==> src/rtl/reg_file_sb_pkg.sv <==
// Shared parameters and helpers for the scoreboarded register file.
// Imported by reg_file_sb and reg_word.
package reg_file_sb_pkg;

  localparam int DEF_WIDTH   = 16;
  localparam int DEF_DEPTH   = 8;
  localparam bit DEF_ZERO_R0 = 1'b1;
  localparam bit DEF_BYPASS  = 1'b1;

  // Index width for a register file of the given depth; never below 1.
  function automatic int addr_bits(input int depth);
    int n;
    n = 0;
    while ((1 << n) < depth) n++;
    return (n < 1) ? 1 : n;
  endfunction

endpackage

==> src/rtl/reg_file_sb_reg_word.sv <==
// One architectural register: WIDTH-bit load-enable flop
// with asynchronous active-high clear.
module reg_word
  import reg_file_sb_pkg::*;
#(
  parameter int WIDTH = DEF_WIDTH
) (
  input  logic             clk,
  input  logic             rst,
  input  logic             en,
  input  logic [WIDTH-1:0] d,
  output logic [WIDTH-1:0] q
);

  always_ff @(posedge clk or posedge rst) begin
    if (rst) begin
      q <= '0;
    end else if (en) begin
      q <= d;
    end
  end

endmodule

==> src/rtl/reg_file_sb.sv <==
// Two-read one-write register file with write-back bypass
// and a per-register pending (busy) scoreboard.
module reg_file_sb
  import reg_file_sb_pkg::*;
#(
  parameter int   WIDTH   = DEF_WIDTH,
  parameter int   DEPTH   = DEF_DEPTH,
  parameter bit   ZERO_R0 = DEF_ZERO_R0,
  parameter bit   BYPASS  = DEF_BYPASS,
  localparam int  AW      = addr_bits(DEPTH)
) (
  input  logic             clk,
  input  logic             rst,
  input  logic             we,
  input  logic [AW-1:0]    waddr,
  input  logic [WIDTH-1:0] wdata,
  input  logic [AW-1:0]    raddr_a,
  input  logic [AW-1:0]    raddr_b,
  output logic [WIDTH-1:0] rdata_a,
  output logic [WIDTH-1:0] rdata_b,
  input  logic             iss_en,
  input  logic [AW-1:0]    iss_addr,
  output logic             busy_a,
  output logic             busy_b
);

  logic [WIDTH-1:0] word [DEPTH];
  logic [DEPTH-1:0] busy;
  logic [DEPTH-1:0] busy_nxt;

  for (genvar i = 0; i < DEPTH; i++) begin : g_word
    localparam logic [AW-1:0] IDX   = AW'(i);
    localparam bit            HARD0 = ZERO_R0 && (i == 0);
    logic en;
    assign en = we && (waddr == IDX) && !HARD0;
    reg_word #(
      .WIDTH (WIDTH)
    ) u_word (
      .clk (clk),
      .rst (rst),
      .en  (en),
      .d   (wdata),
      .q   (word[i])
    );
  end

  // Issue is applied after write-back so a new producer wins.
  always_comb begin
    busy_nxt = busy;
    if (we) begin
      busy_nxt[waddr] = 1'b0;
    end
    if (iss_en && !(ZERO_R0 && (iss_addr == '0))) begin
      busy_nxt[iss_addr] = 1'b1;
    end
    if (ZERO_R0) begin
      busy_nxt[0] = 1'b0;
    end
  end

  always_ff @(posedge clk or posedge rst) begin
    if (rst) begin
      busy <= '0;
    end else begin
      busy <= busy_nxt;
    end
  end

  logic hit_a;
  logic hit_b;
  logic zero_a;
  logic zero_b;

  assign hit_a  = BYPASS && we && !rst
                  && (waddr == raddr_a);
  assign hit_b  = BYPASS && we && !rst
                  && (waddr == raddr_b);
  assign zero_a = ZERO_R0 && (raddr_a == '0);
  assign zero_b = ZERO_R0 && (raddr_b == '0);

  assign rdata_a = zero_a ? '0
                 : hit_a  ? wdata
                 : word[raddr_a];
  assign rdata_b = zero_b ? '0
                 : hit_b  ? wdata
                 : word[raddr_b];

  assign busy_a = hit_a ? 1'b0 : busy[raddr_a];
  assign busy_b = hit_b ? 1'b0 : busy[raddr_b];

endmodule

==> config.mk <==
export PLATFORM = sky130hd
export DESIGN_NAME = reg_file_sb
export DESIGN_NICKNAME = d
export VERILOG_FILES = /design/src/rtl/reg_file_sb_pkg.sv /design/src/rtl/reg_file_sb_reg_word.sv /design/src/rtl/reg_file_sb.sv
export SDC_FILE = /design/constraint.sdc
export NUM_CORES = 1
export LEC_CHECK = 0
export BUFFER_PORTS_ARGS = -buffer_cell sky130_fd_sc_hd__buf_2
export CAP_MARGIN = 40
export CORE_MARGIN = 4
export CORE_UTILIZATION = 41
export CTS_CLUSTER_DIAMETER = 120
export DETAILED_ROUTE_END_ITERATION = 6
export GPL_TIMING_DRIVEN = 0
export PLACE_DENSITY = 0.68
export SYNTH_ARGS = -nofsm -noshare
export SYNTH_HDL_FRONTEND = slang
export SYNTH_HIERARCHICAL = 1
export SYNTH_SLANG_ARGS = --single-unit
export TNS_END_PERCENT = 5
==> constraint.sdc <==
create_clock -name clk -period 4.2 [get_ports clk]
set_clock_uncertainty 0.05 [all_clocks]
set_input_delay 0.42 -clock clk [delete_from_list [all_inputs] [get_ports clk]]
set_output_delay 0.42 -clock clk [all_outputs]
set_load 0.05 [all_outputs]
# ---- Yosys cells after proc, flatten, opt, wreduce, memory -nomap -nowiden
# Cells that the tools add are included.
dict set report totals {
  regBits 119
  elab_cells 70
}
dict set report classes {
  reduce_logical 18
  n_lt_le_gt_ge 8
  muxes 22
  bitwise_logic 5
  n_eq_ne 9
}
# cell count
set op_table {}
lappend op_table {{$mux 16} 8}
lappend op_table {{$bmux 16 s3} 2}
lappend op_table {{$lt 3x4->1 const B} 4}
lappend op_table {{$mux 8} 2}
lappend op_table {{$logic_and 1x1->1} 13}
lappend op_table {{$eq 3x3->1 const B} 4}
lappend op_table {{$logic_not 3->1} 3}
lappend op_table {{$and 8x8->8} 1}
lappend op_table {{$ge 4x4->1 const B} 2}
lappend op_table {{$not 3->4} 2}
lappend op_table {{$not 8->8} 1}
lappend op_table {{$or 8x8->8} 1}
lappend op_table {{$bmux 1 s3} 2}
lappend op_table {{$demux 1 s3} 2}
lappend op_table {{$eq 3x2->1 const B} 2}
lappend op_table {{$eq 3x3->1} 2}
lappend op_table {{$ge 3x1->1 const B} 2}
lappend op_table {{$mux 1} 6}
lappend op_table {{$eq 3x1->1 const B} 1}
lappend op_table {{$logic_not 1->1} 2}

# ---- Longest topological paths before layout
# Gate-level depths: netlist of run 1.
dict set report logic_depth {
  depth_word 9
  ltp_mapped 6
}

# ---- By module
# Netlist of run 1, hierarchy kept.
# mod cells_per_inst seq_area_each_um2 n_inst area_per_inst_um2
set by_module_without_submodules {}
lappend by_module_without_submodules {reg_word 35 400.4 8 653.1}
lappend by_module_without_submodules {reg_file_sb 252 175.2 1 3024.2}

# ---- Worst setup path before layout of run 1
# No wires, ideal clock.
dict set report synth_timing {
  path_kind {input-to-output}
  startpoint {input raddr_a[0]}
  endpoint {output rdata_a[1]}
  cell_stages 5
  arrival_time_ps 2328
  slack_ps 1402
  t_required_ps 3730
  path_cell_list {buf_4 > xnor2_1 > nand4_2 > buf_4 > a211oi_1}
}
dict set report synth_between {
  elab_chain_cells 6
}
# item line_no
set synth_lines {}
lappend synth_lines {{start, declared} reg_file_sb.sv:17} ;# input logic [AW-1:0] raddr_a,
lappend synth_lines {{$not 3->4 (implied by the code)} reg_file_sb.sv:83} ;# : word[raddr_a];
lappend synth_lines {{$bmux 16 s3} reg_file_sb.sv:83}
lappend synth_lines {{$mux 16 (implied by the code) (2 in a row)} reg_file_sb.sv:83}
lappend synth_lines {{$mux 16} reg_file_sb.sv:82} ;# : hit_a ? wdata
lappend synth_lines {{$mux 16 (*)} reg_file_sb.sv:81} ;# assign rdata_a = zero_a ? '0
lappend synth_lines {{end, declared} reg_file_sb.sv:19} ;# output logic [WIDTH-1:0] rdata_a,
# Mark *: on every way between the ends. The rest lies on a longest branch, timed or not. The select of a mux whose other input is x is not followed.

# ---- Worst setup path after layout of run 1
dict set report layout_timing {
  startpoint {input rst}
  endpoint {output rdata_b[13]}
}
dict set report layout_between {
  elab_chain_cells 5
}
# item line_no
set layout_lines {}
lappend layout_lines {{start, declared} reg_file_sb.sv:13} ;# input logic rst,
lappend layout_lines {{$logic_not 1->1} reg_file_sb.sv:76} ;# assign hit_b = BYPASS && we && !rst
lappend layout_lines {{$logic_and 1x1->1} reg_file_sb.sv:76}
lappend layout_lines {{$logic_and 1x1->1} reg_file_sb.sv:77} ;# && (waddr == raddr_b);
lappend layout_lines {{$mux 16} reg_file_sb.sv:85} ;# : hit_b ? wdata
lappend layout_lines {{$mux 16} reg_file_sb.sv:84} ;# assign rdata_b = zero_b ? '0
lappend layout_lines {{end, declared} reg_file_sb.sv:20} ;# output logic [WIDTH-1:0] rdata_b,
# Every way passes these cells.

==> results.txt, run 1 <==
Max-cap violation count = 0
Number of synthesized register bits = 135
Endpoints failing setup = 0
Post-CTS sizing = 0
Initial DRC count = 443
Critical path type = in -> out
Placement row count = 51
Largest cells by area after synthesis = dfrtp_1 41%, mux2_4 15%, mux4_2 9.8%
Vias/cell = 6.21
Final-report max-slew violation count = 0
Share of cells above drive strength 1 = 49.1%
CP Max Fanout = 10
Root Buffer = clkbuf_16
EDFF count, synth = 0
CP max stage delay = 0.53 ns
Synth-to-layout area growth = 17.9%
Yosys cell types = 32
RSZ-0062 raised after global routing = no
Multi-input logic area = 4350 um2
Synth Cell Area = 8250 um2
CP Buf/Inv Count = 4
Cell count after placement = 866
Crit. End Element = output pin
FFs w/ async S/R, synth = 100%
First-pass GRT wire length = 38.2 mm
Prevailing post-synth register cell = dfrtp_1
Ant diodes = 0
Vias = 5584
1st-pass router iterations = 7
Post-synth net total = 564
Slowest-stage cell, CP = dlygate4sd3_1
Layout Nets = 653
Hold buffer count at CTS = 1
CTS sink count = 135
Initial antenna violation count = 0
Min Hold Slack = 0.164 ns
Starting Density = 42.0%
YS warnings = 6
Vias in the first global route = 6098
CTS tree = yes
Fmax = 295 MHz
Cell-by-cell trace of the critical path = dlygate4sd3_1 -> buf_2 -> nor2b_1 -> nand4_1 -> clkbuf_1 -> a211oi_1 -> buf_2
Core area = 19700 um2
Pwr dens = 502 nW/um2
Die X = 150 um
Status = completed
Max_slew headroom = 40.1%
Fillcell total = 1642
IO Port Bufs = 61
Worst Max-Slew Pin Slew = 0.899 ns
Total Wirelength = 25.2 mm
Post-route ant nets = 0
Remaining routing DRC violations = 0
Most frequent CP cell = buf_2
Pin count of the biggest net entering global routing = 17
Htree depth = 4
Final WS setup = 0.806 ns
Clock buffer depth = 2
Critical Path AT = 2.92 ns
RD Place Congestion = 0.863
Worst Hold Class = in -> reg
Required @ worst endpoint = 3.73 ns
Die height = 150 um
Tmin final = 3.39 ns
Cell count after synthesis = 532
Cell Count, Final, Fillers Out = 899
Clock-pin slew on the worst setup and hold paths = 0.06 ns
Most frequent cells in the layout = 135 x dfrtp_1, 80 x mux2_4, 71 x buf_2
Area share of the largest cell type after synthesis = 41.0%
Fraction of the yosys area taken by sequential cells = 41.0%
Area leader, netlist = dfrtp_1
# IOs = 66
Setup WS pre-CTS = 1.42 ns
CTS Buf Count = 17
DR WL/cell = 28.0 um
Syn avg cell area = 15.5 um2
Most common cell after layout, fill and taps aside = dfrtp_1
TNS Setup = 0 ns
Static Leak = 4.31 nW
Sequential Area = 3380 um2
CP startpoint kind = input pin
Total track usage = 23.4%
DP HPWL = 17.0 mm
Post-CTS Setup Bufs = 0
Total grt overflow = 0
Top delay family on crit path = buffers and inverters
Fin. Hold Viols = 0
Die area = 22500 um2
Final period utilization = 80.8%
Peak VDD IR = 0.000215 V
Clk_lat worst skew = 0.42 ns
logic make-up after synthesis:
logic type                count (synthesis)  synth area share, %
buffers and inverters                    54                 6.36
xor gates and xnor gates                  6                0.637
DFF                                     135                 41.0
muxes                                   229                 44.7
other                                     1               0.0455
AOI/OAI and AO/OA                        49                 4.08
and+or+nand+nor                          58                 3.19
worst paths after layout:
path,startpoint,endpoint,slack (ns),depth (start not counted)
max in group asynchronous,rst,g_word[4].u_word/q[2],3.02,4
hold reg to reg,g_word[6].u_word/q[4],g_word[6].u_word/q[4],0.47,1
min in group asynchronous,rst,busy[6],0.51,3
setup / recovery,rst,rdata_b[13],0.81,7
hold / removal,iss_addr[1],busy[4],0.16,2
setup reg to reg,g_word[2].u_word/q[11],g_word[2].u_word/q[11],3.34,1
flip-flops by register name, summed over array words and instances, names as in the netlist:
signal           flops
g_word.u_word/q    128
busy                 7
per-stage QoR:
step	instance area [um2]	power, mW	utilization [%]
after global routing	9730	5.06	49.5
after floorplan	8250	2.84	-
after CTS	9730	4.89	49.5
after detailed placement	9070	3.23	46.1
final	9730	4.89	49.5
after global placement	8890	3.15	45.2
power breakdown:
group | total [mW] | internal, mW | switching (mW)
clock network | 1.66 | 1.10 | 0.559
logic | 1.43 | 0.713 | 0.721
registers | 1.80 | 1.57 | 0.225
total | 4.89 | 3.38 | 1.51
area by class of cell:
type	count	area share, %
buffer	44	5.00
clock buffer	23	4.91
clock inverter	9	1.75
inverter	10	0.386
multi-input combinational	343	44.7
sequential	135	34.7
tap	265	3.41
timing repair buffer	70	5.12
Yosys cell counts (2+ instances only):
cell type / number
a211oi_1: 32
buf_12: 10
buf_2: 10
buf_4: 8
buf_6: 14
dfrtp_1: 135
inv_1: 10
mux2_2: 49
mux2_4: 80
mux2i_1: 34
mux4_1: 29
mux4_2: 36
nand2_1: 7
nand2b_1: 6
nor2_1: 38
nor3_2: 2
o21ai_0: 12
xnor2_1: 6
layer usage:
layer,up-vias,track usage [%],wire (um)
li1,2245,-,-
met1,2936,28.8,9660
met2,321,38.0,12400
met3,82,7.15,2150
met4,0,10.3,973
met5,-,0,0
No activity file was read; power rests on OpenSTA's default activity.
==> run 2, diff against run 1 <==
--- a/config.mk
+++ b/config.mk
@@ -12,7 +12,7 @@
 export CTS_CLUSTER_DIAMETER = 120
 export DETAILED_ROUTE_END_ITERATION = 6
 export GPL_TIMING_DRIVEN = 0
-export PLACE_DENSITY = 0.68
+export PLACE_DENSITY = 0.7
 export SYNTH_ARGS = -nofsm -noshare
 export SYNTH_HDL_FRONTEND = slang
 export SYNTH_HIERARCHICAL = 1
==> constraint.sdc (replaced) <==
create_clock -name clk -period 2.8 [get_ports clk]
set_clock_uncertainty 0.05 [all_clocks]
set_input_delay 0.28 -clock clk [delete_from_list [all_inputs] [get_ports clk]]
set_output_delay 0.28 -clock clk [all_outputs]
set_load 0.05 [all_outputs]
==> results.txt, run 2 (synthesis results as in run 1) <==
Max_slew headroom = 43.2% (+3.1 points)
Register-to-register setup slack = 1.94 ns (-1.40 ns)
Worst Max-Slew Pin Slew = 0.852 ns (-0.0466 ns)
Min Hold Slack = 0.0241 ns (-0.140 ns)
Vias in the first global route = 5950 (-2.4%)
Clk_lat worst skew = 0.43 ns (about the same)
Hold Crit Depth = 2 (unchanged)
Hold_sp = iss_addr[1]
Area after DPL = 9030 um2 (-0.41%)
Largest register by flop count = g_word.u_word/q
Critical R2R Capture = g_word[0].u_word/q[6]
IO Port Bufs = 61 (unchanged)
Sequential Area = 3380 um2 (unchanged)
Total grt overflow = 0 (unchanged)
Fmax = 394 MHz
RD Place Congestion = 0.874 (+1.3%)
CP Max Fanout = 10 (unchanged)
Htree depth = 4 (unchanged)
Vias = 5522 (-1.1%)
CP Buf/Inv Count = 3 (-1)
Vias/cell = 6.15 (-1.0%)
Most common cell after layout, fill and taps aside = dfrtp_1
Placement row count = 51 (unchanged)
Die area = 22500 um2 (unchanged)
RSZ-0062 raised after global routing = no
Critical path type = in -> out
1st-pass router iterations = 5 (-2)
Layout Nets = 653 (unchanged)
Largest regs = g_word.u_word/q: 128 flops, busy: 7 flops
Final-report max-slew violation count = 0 (unchanged)
CP startpoint kind = input pin
Post-route ant nets = 0 (unchanged)
Required @ worst endpoint = 2.47 ns (-1.26 ns)
Share of cells above drive strength 1 = 48.8% (-0.24 points)
CTS sink count = 135 (unchanged)
Total track usage = 23.0% (-0.36 points)
Ant diodes = 0 (unchanged)
Crit. End Element = output pin
Core area = 19700 um2 (unchanged)
Max reg flops = 128 (unchanged)
CTS Buf Count = 17 (unchanged)
Clock buffer depth = 2 (unchanged)
Remaining routing DRC violations = 0 (unchanged)
Root Buffer = clkbuf_16
Status = completed
Worst Hold Class = in -> reg
Post-route cell area = 9650 um2 (-0.84%)
Pin count of the biggest net entering global routing = 17 (unchanged)
Endpoints failing setup = 0 (unchanged)
Sink of the worst hold path = busy[4]
Slowest-stage cell, CP = clkbuf_1
Initial antenna violation count = 0 (unchanged)
Max-cap violation count = 0 (unchanged)
Pwr dens = 745 nW/um2 (+48%)
Clock-pin slew on the worst setup and hold paths = 0.06 ns (about the same)
Critical Path AT = 2.20 ns (-0.72 ns)
Top delay family on crit path = buffers and inverters
Tmin final = 2.53 ns
Peak VDD IR = 0.000279 V (+29%)
DR WL/cell = 27.6 um (-1.4%)
TNS Setup = 0 ns (unchanged)
First-pass GRT wire length = 37.7 mm (-1.4%)
Synth-to-layout area growth = 16.9%
Multi-input logic area = 4350 um2 (unchanged)
R2R cell count = 1 (unchanged)
Fin. Hold Viols = 0 (unchanged)
Starting Density = 42.0% (unchanged)
Post-CTS Setup Bufs = 0 (unchanged)
CP max stage delay = 0.48 ns (-0.05 ns)
Static Leak = 4.26 nW (-1.1%)
RR Startpoint = g_word[0].u_word/q[6]
Fillcell total = 1668 (+1.6%)
Cell-by-cell trace of the critical path = buf_6 -> xnor2_1 -> nand4_1 -> clkbuf_1 -> a211oi_1 -> buf_2
Die height = 150 um (unchanged)
DP HPWL = 16.9 mm (-0.61%)
Initial DRC count = 630 (+42%)
Most frequent cells in the layout = 135 x dfrtp_1, 80 x mux2_4, 71 x buf_2
Die X = 150 um (unchanged)
Final Util = 49.1% (-0.41 points)
Total Wirelength = 24.8 mm (-1.5%)
# IOs = 66 (unchanged)
CTS tree = yes
Final period utilization = 90.5%
[run 2: where the power goes]
group | total [mW] | internal [mW] | leakage, nW | switching [mW]
clock network | 2.34 | 1.50 | 0.290 | 0.838
logic | 2.14 | 1.06 | 2.36 | 1.08
registers | 2.70 | 2.36 | 1.61 | 0.342
total | 7.18 | 4.92 | 4.26 | 2.26
[run 2: area by class of cell]
class / instances / area share [%]
tap: 265 / 3.44
clock buffer: 22 / 4.71
inverter: 10 / 0.389
timing repair buffer: 70 / 4.77
sequential: 135 / 35.0
multi-input combinational: 343 / 45.1
clock inverter: 9 / 1.56
buffer: 44 / 5.05
[run 2: through the flow]
stage	instances	setup slack [ns]	power, mW
finish	898	0.265	7.18
global route	898	0.196	7.45
CTS	898	0.318	7.19
detailed placement	866	0.290	4.84
global placement	858	0.344	4.71
floorplan	532	0.282	4.26
[run 2: worst max-delay path by stage]
stage | from | endpoint | slack, ns | cells after the start
after floorplan | raddr_a[0] | rdata_a[1] | 0.28 | 5
after global placement | raddr_a[0] | rdata_a[4] | 0.34 | 7
after detailed placement | rst | rdata_b[13] | 0.29 | 6
after CTS | raddr_a[0] | rdata_a[4] | 0.32 | 7
after global routing | raddr_a[0] | rdata_a[14] | 0.20 | 7
final | raddr_b[0] | rdata_b[13] | 0.27 | 6
[run 2: timing repair]
item | in CTS | in global routing
resized for setup | 0 | 0
hold buffers | 1 | 0
endpoints found under the hold margin | 50 | 0
setup endpoints to repair | 0 | 0
[run 2: metal layers]
metal	vias to the layer above	global-route usage, %	part of all wire, %
met5	-	0	0
met4	0	7.09	2.5
met3	58	6.69	7.5
met2	291	39.1	50
met1	2921	28.4	40
li1	2252	-	-
==> run 3, diff against run 2 <==
--- a/config.mk
+++ b/config.mk
@@ -5,14 +5,16 @@
 export SDC_FILE = /design/constraint.sdc
 export NUM_CORES = 1
 export LEC_CHECK = 0
+export ABC_CLOCK_PERIOD_IN_PS = 2800
 export BUFFER_PORTS_ARGS = -buffer_cell sky130_fd_sc_hd__buf_2
 export CAP_MARGIN = 40
 export CORE_MARGIN = 4
-export CORE_UTILIZATION = 41
+export CORE_UTILIZATION = 35
 export CTS_CLUSTER_DIAMETER = 120
 export DETAILED_ROUTE_END_ITERATION = 6
 export GPL_TIMING_DRIVEN = 0
-export PLACE_DENSITY = 0.7
+export MAX_ROUTING_LAYER = met4
+export PLACE_DENSITY = 0.63
 export SYNTH_ARGS = -nofsm -noshare
 export SYNTH_HDL_FRONTEND = slang
 export SYNTH_HIERARCHICAL = 1
==> results.txt, run 3 (synthesis results as in run 1) <==
Post-CTS sizing = 0 (unchanged)
Max-cap violation count = 0 (unchanged)
Most frequent CP cell = buf_2
Endpoints failing setup = 0 (unchanged)
Hold_sp = iss_addr[1]
# IOs = 66 (unchanged)
Static Leak = 4.30 nW (+0.84%)
CP max stage delay = 0.41 ns (-0.07 ns)
Tmin final = 2.62 ns (+0.0846 ns)
Vias/cell = 5.78 (-6.1%)
Vias in the first global route = 5942 (-0.13%)
Root Buffer = clkbuf_16
Most frequent cells in the layout = 135 x dfrtp_1, 80 x mux2_4, 71 x buf_2
Hold Crit Depth = 2 (unchanged)
Cell-by-cell trace of the critical path = buf_2 -> buf_4 -> xnor2_1 -> nand4_2 -> buf_2 -> a211oi_1 -> buf_2
DP HPWL = 17.5 mm (+3.7%)
Vias = 5470 (-0.94%)
Met3 capacity usage during global routing = 5.15% (-1.5 points)
Final period utilization = 93.6% (+3.0 points)
Grt peak-use layer = met2
TNS Setup = 0 ns (unchanged)
1st-pass router iterations = 5 (unchanged)
Starting Density = 36.0% (-6.0 points)
Max reg flops = 128 (unchanged)
Clock-pin slew on the worst setup and hold paths = 0.06 ns (about the same)
Register-to-register setup slack = 1.93 ns (about the same)
Critical R2R Capture = g_word[6].u_word/q[7]
Crit. End Element = output pin
First-pass GRT wire length = 38.7 mm (+2.7%)
Die area = 26100 um2 (+16%)
Htree depth = 4 (unchanged)
Max_slew headroom = 45.9% (+2.7 points)
Clk_lat worst skew = 0.43 ns (about the same)
Peak VDD IR = 0.000476 V (+71%)
Worst Hold Class = in -> reg
Die height = 162 um (+7.8%)
Required @ worst endpoint = 2.47 ns (about the same)
Status = completed
Total Wirelength = 26.1 mm (+5.2%)
Pin count of the biggest net entering global routing = 17 (unchanged)
Total track usage = 20.9% (-2.1 points)
Initial antenna violation count = 1 (+1)
Met2 Use GR = 32.5% (-6.5 points)
CTS sink count = 135 (unchanged)
Most common cell after layout, fill and taps aside = dfrtp_1
R2R cell count = 1 (unchanged)
RR Startpoint = g_word[6].u_word/q[7]
CP startpoint kind = input pin
Met1 Usage GRT = 27.5% (-0.96 points)
Top delay family on crit path = buffers and inverters
Synth-to-layout area growth = 18.8%
Sink of the worst hold path = busy[4]
Clock buffer depth = 2 (unchanged)
CP Max Fanout = 10 (unchanged)
Post-CTS Setup Bufs = 0 (unchanged)
IO Port Bufs = 61 (unchanged)
Critical Path AT = 2.29 ns (+0.09 ns)
Largest regs = g_word.u_word/q: 128 flops, busy: 7 flops
Slowest-stage cell, CP = a211oi_1
CTS Buf Count = 17 (unchanged)
Pwr dens = 756 nW/um2 (+1.6%)
Hold buffer count at CTS = 1 (unchanged)
Total grt overflow = 0 (unchanged)
Post-route ant nets = 0 (unchanged)
RD Place Congestion = 0.891 (+1.9%)
Final Util = 42.8% (-6.3 points)
RSZ-0062 raised after global routing = no
Final-report max-slew violation count = 0 (unchanged)
CP Buf/Inv Count = 4 (+1)
Critical path type = in -> out
Fmax = 382 MHz (-3.2%)
Remaining routing DRC violations = 0 (unchanged)
Die X = 162 um (+7.8%)
Placement row count = 55 (+7.8%)
DR WL/cell = 27.6 um (-0.25%)
Initial DRC count = 499 (-21%)
CTS tree = yes
Worst Max-Slew Pin Slew = 0.811 ns (-0.0411 ns)
Core area = 22900 um2 (+17%)
Fin. Hold Viols = 0 (unchanged)
Share of cells above drive strength 1 = 49.3% (+0.47 points)
Largest register by flop count = g_word.u_word/q
Layout Nets = 653 (unchanged)
## run 3: worst max path at each step
stage	slack, ns	start	cells after the start	end
finish	0.18	raddr_a[0]	7	rdata_a[8]
global route	0.07	raddr_a[0]	7	rdata_a[13]
CTS	0.20	raddr_a[0]	7	rdata_a[13]
detailed placement	0.20	raddr_a[0]	7	rdata_a[13]
global placement	0.26	rst	6	rdata_b[13]
floorplan	0.28	raddr_a[0]	5	rdata_a[1]
## run 3: per-layer routing
metal | wire length (um) | vias to the layer above | share of wire (%)
li1 | - | 2246 | -
met1 | 11100 | 2888 | 43
met2 | 12500 | 294 | 48
met3 | 1990 | 42 | 7.6
met4 | 425 | 0 | 1.6
met5 | 0 | - | 0
## run 3: area by class of cell
cell class,count,area [um2]
fillers,2042,13100
multi-input cells,343,4350
flip-flops and latches,135,3380
plain buffers,44,487
repair buffers,70,485
clock buffers,19,443
well taps,313,392
clock inverters,12,225
inverters,10,37.5
diodes,1,2.50
## run 3: metrics by stage
| stage | instance area (um2) | instances | setup WS (ns) | total power, mW | hold WS, ns |
|---|---|---|---|---|---|
| 2_1_floorplan | 8250 | 532 | 0.282 | 4.26 | 0.0334 |
| 3_3_place_gp | 8950 | 906 | 0.262 | 4.74 | 0.243 |
| 3_5_place_dp | 9120 | 914 | 0.200 | 4.85 | 0.240 |
| 4_1_cts | 9790 | 946 | 0.196 | 7.42 | 0.0153 |
| 5_1_grt | 9800 | 947 | 0.0707 | 7.70 | 0.0291 |
| 6_report | 9800 | 947 | 0.180 | 7.41 | 0.0303 |
## run 3: where the power goes
group / total [mW] / switching, mW / leakage [nW] / internal (mW)
Sequential: 2.69 / 0.334 / 1.61 / 2.36
Clock: 2.56 / 0.874 / 0.315 / 1.69
Combinational: 2.16 / 1.09 / 2.37 / 1.07
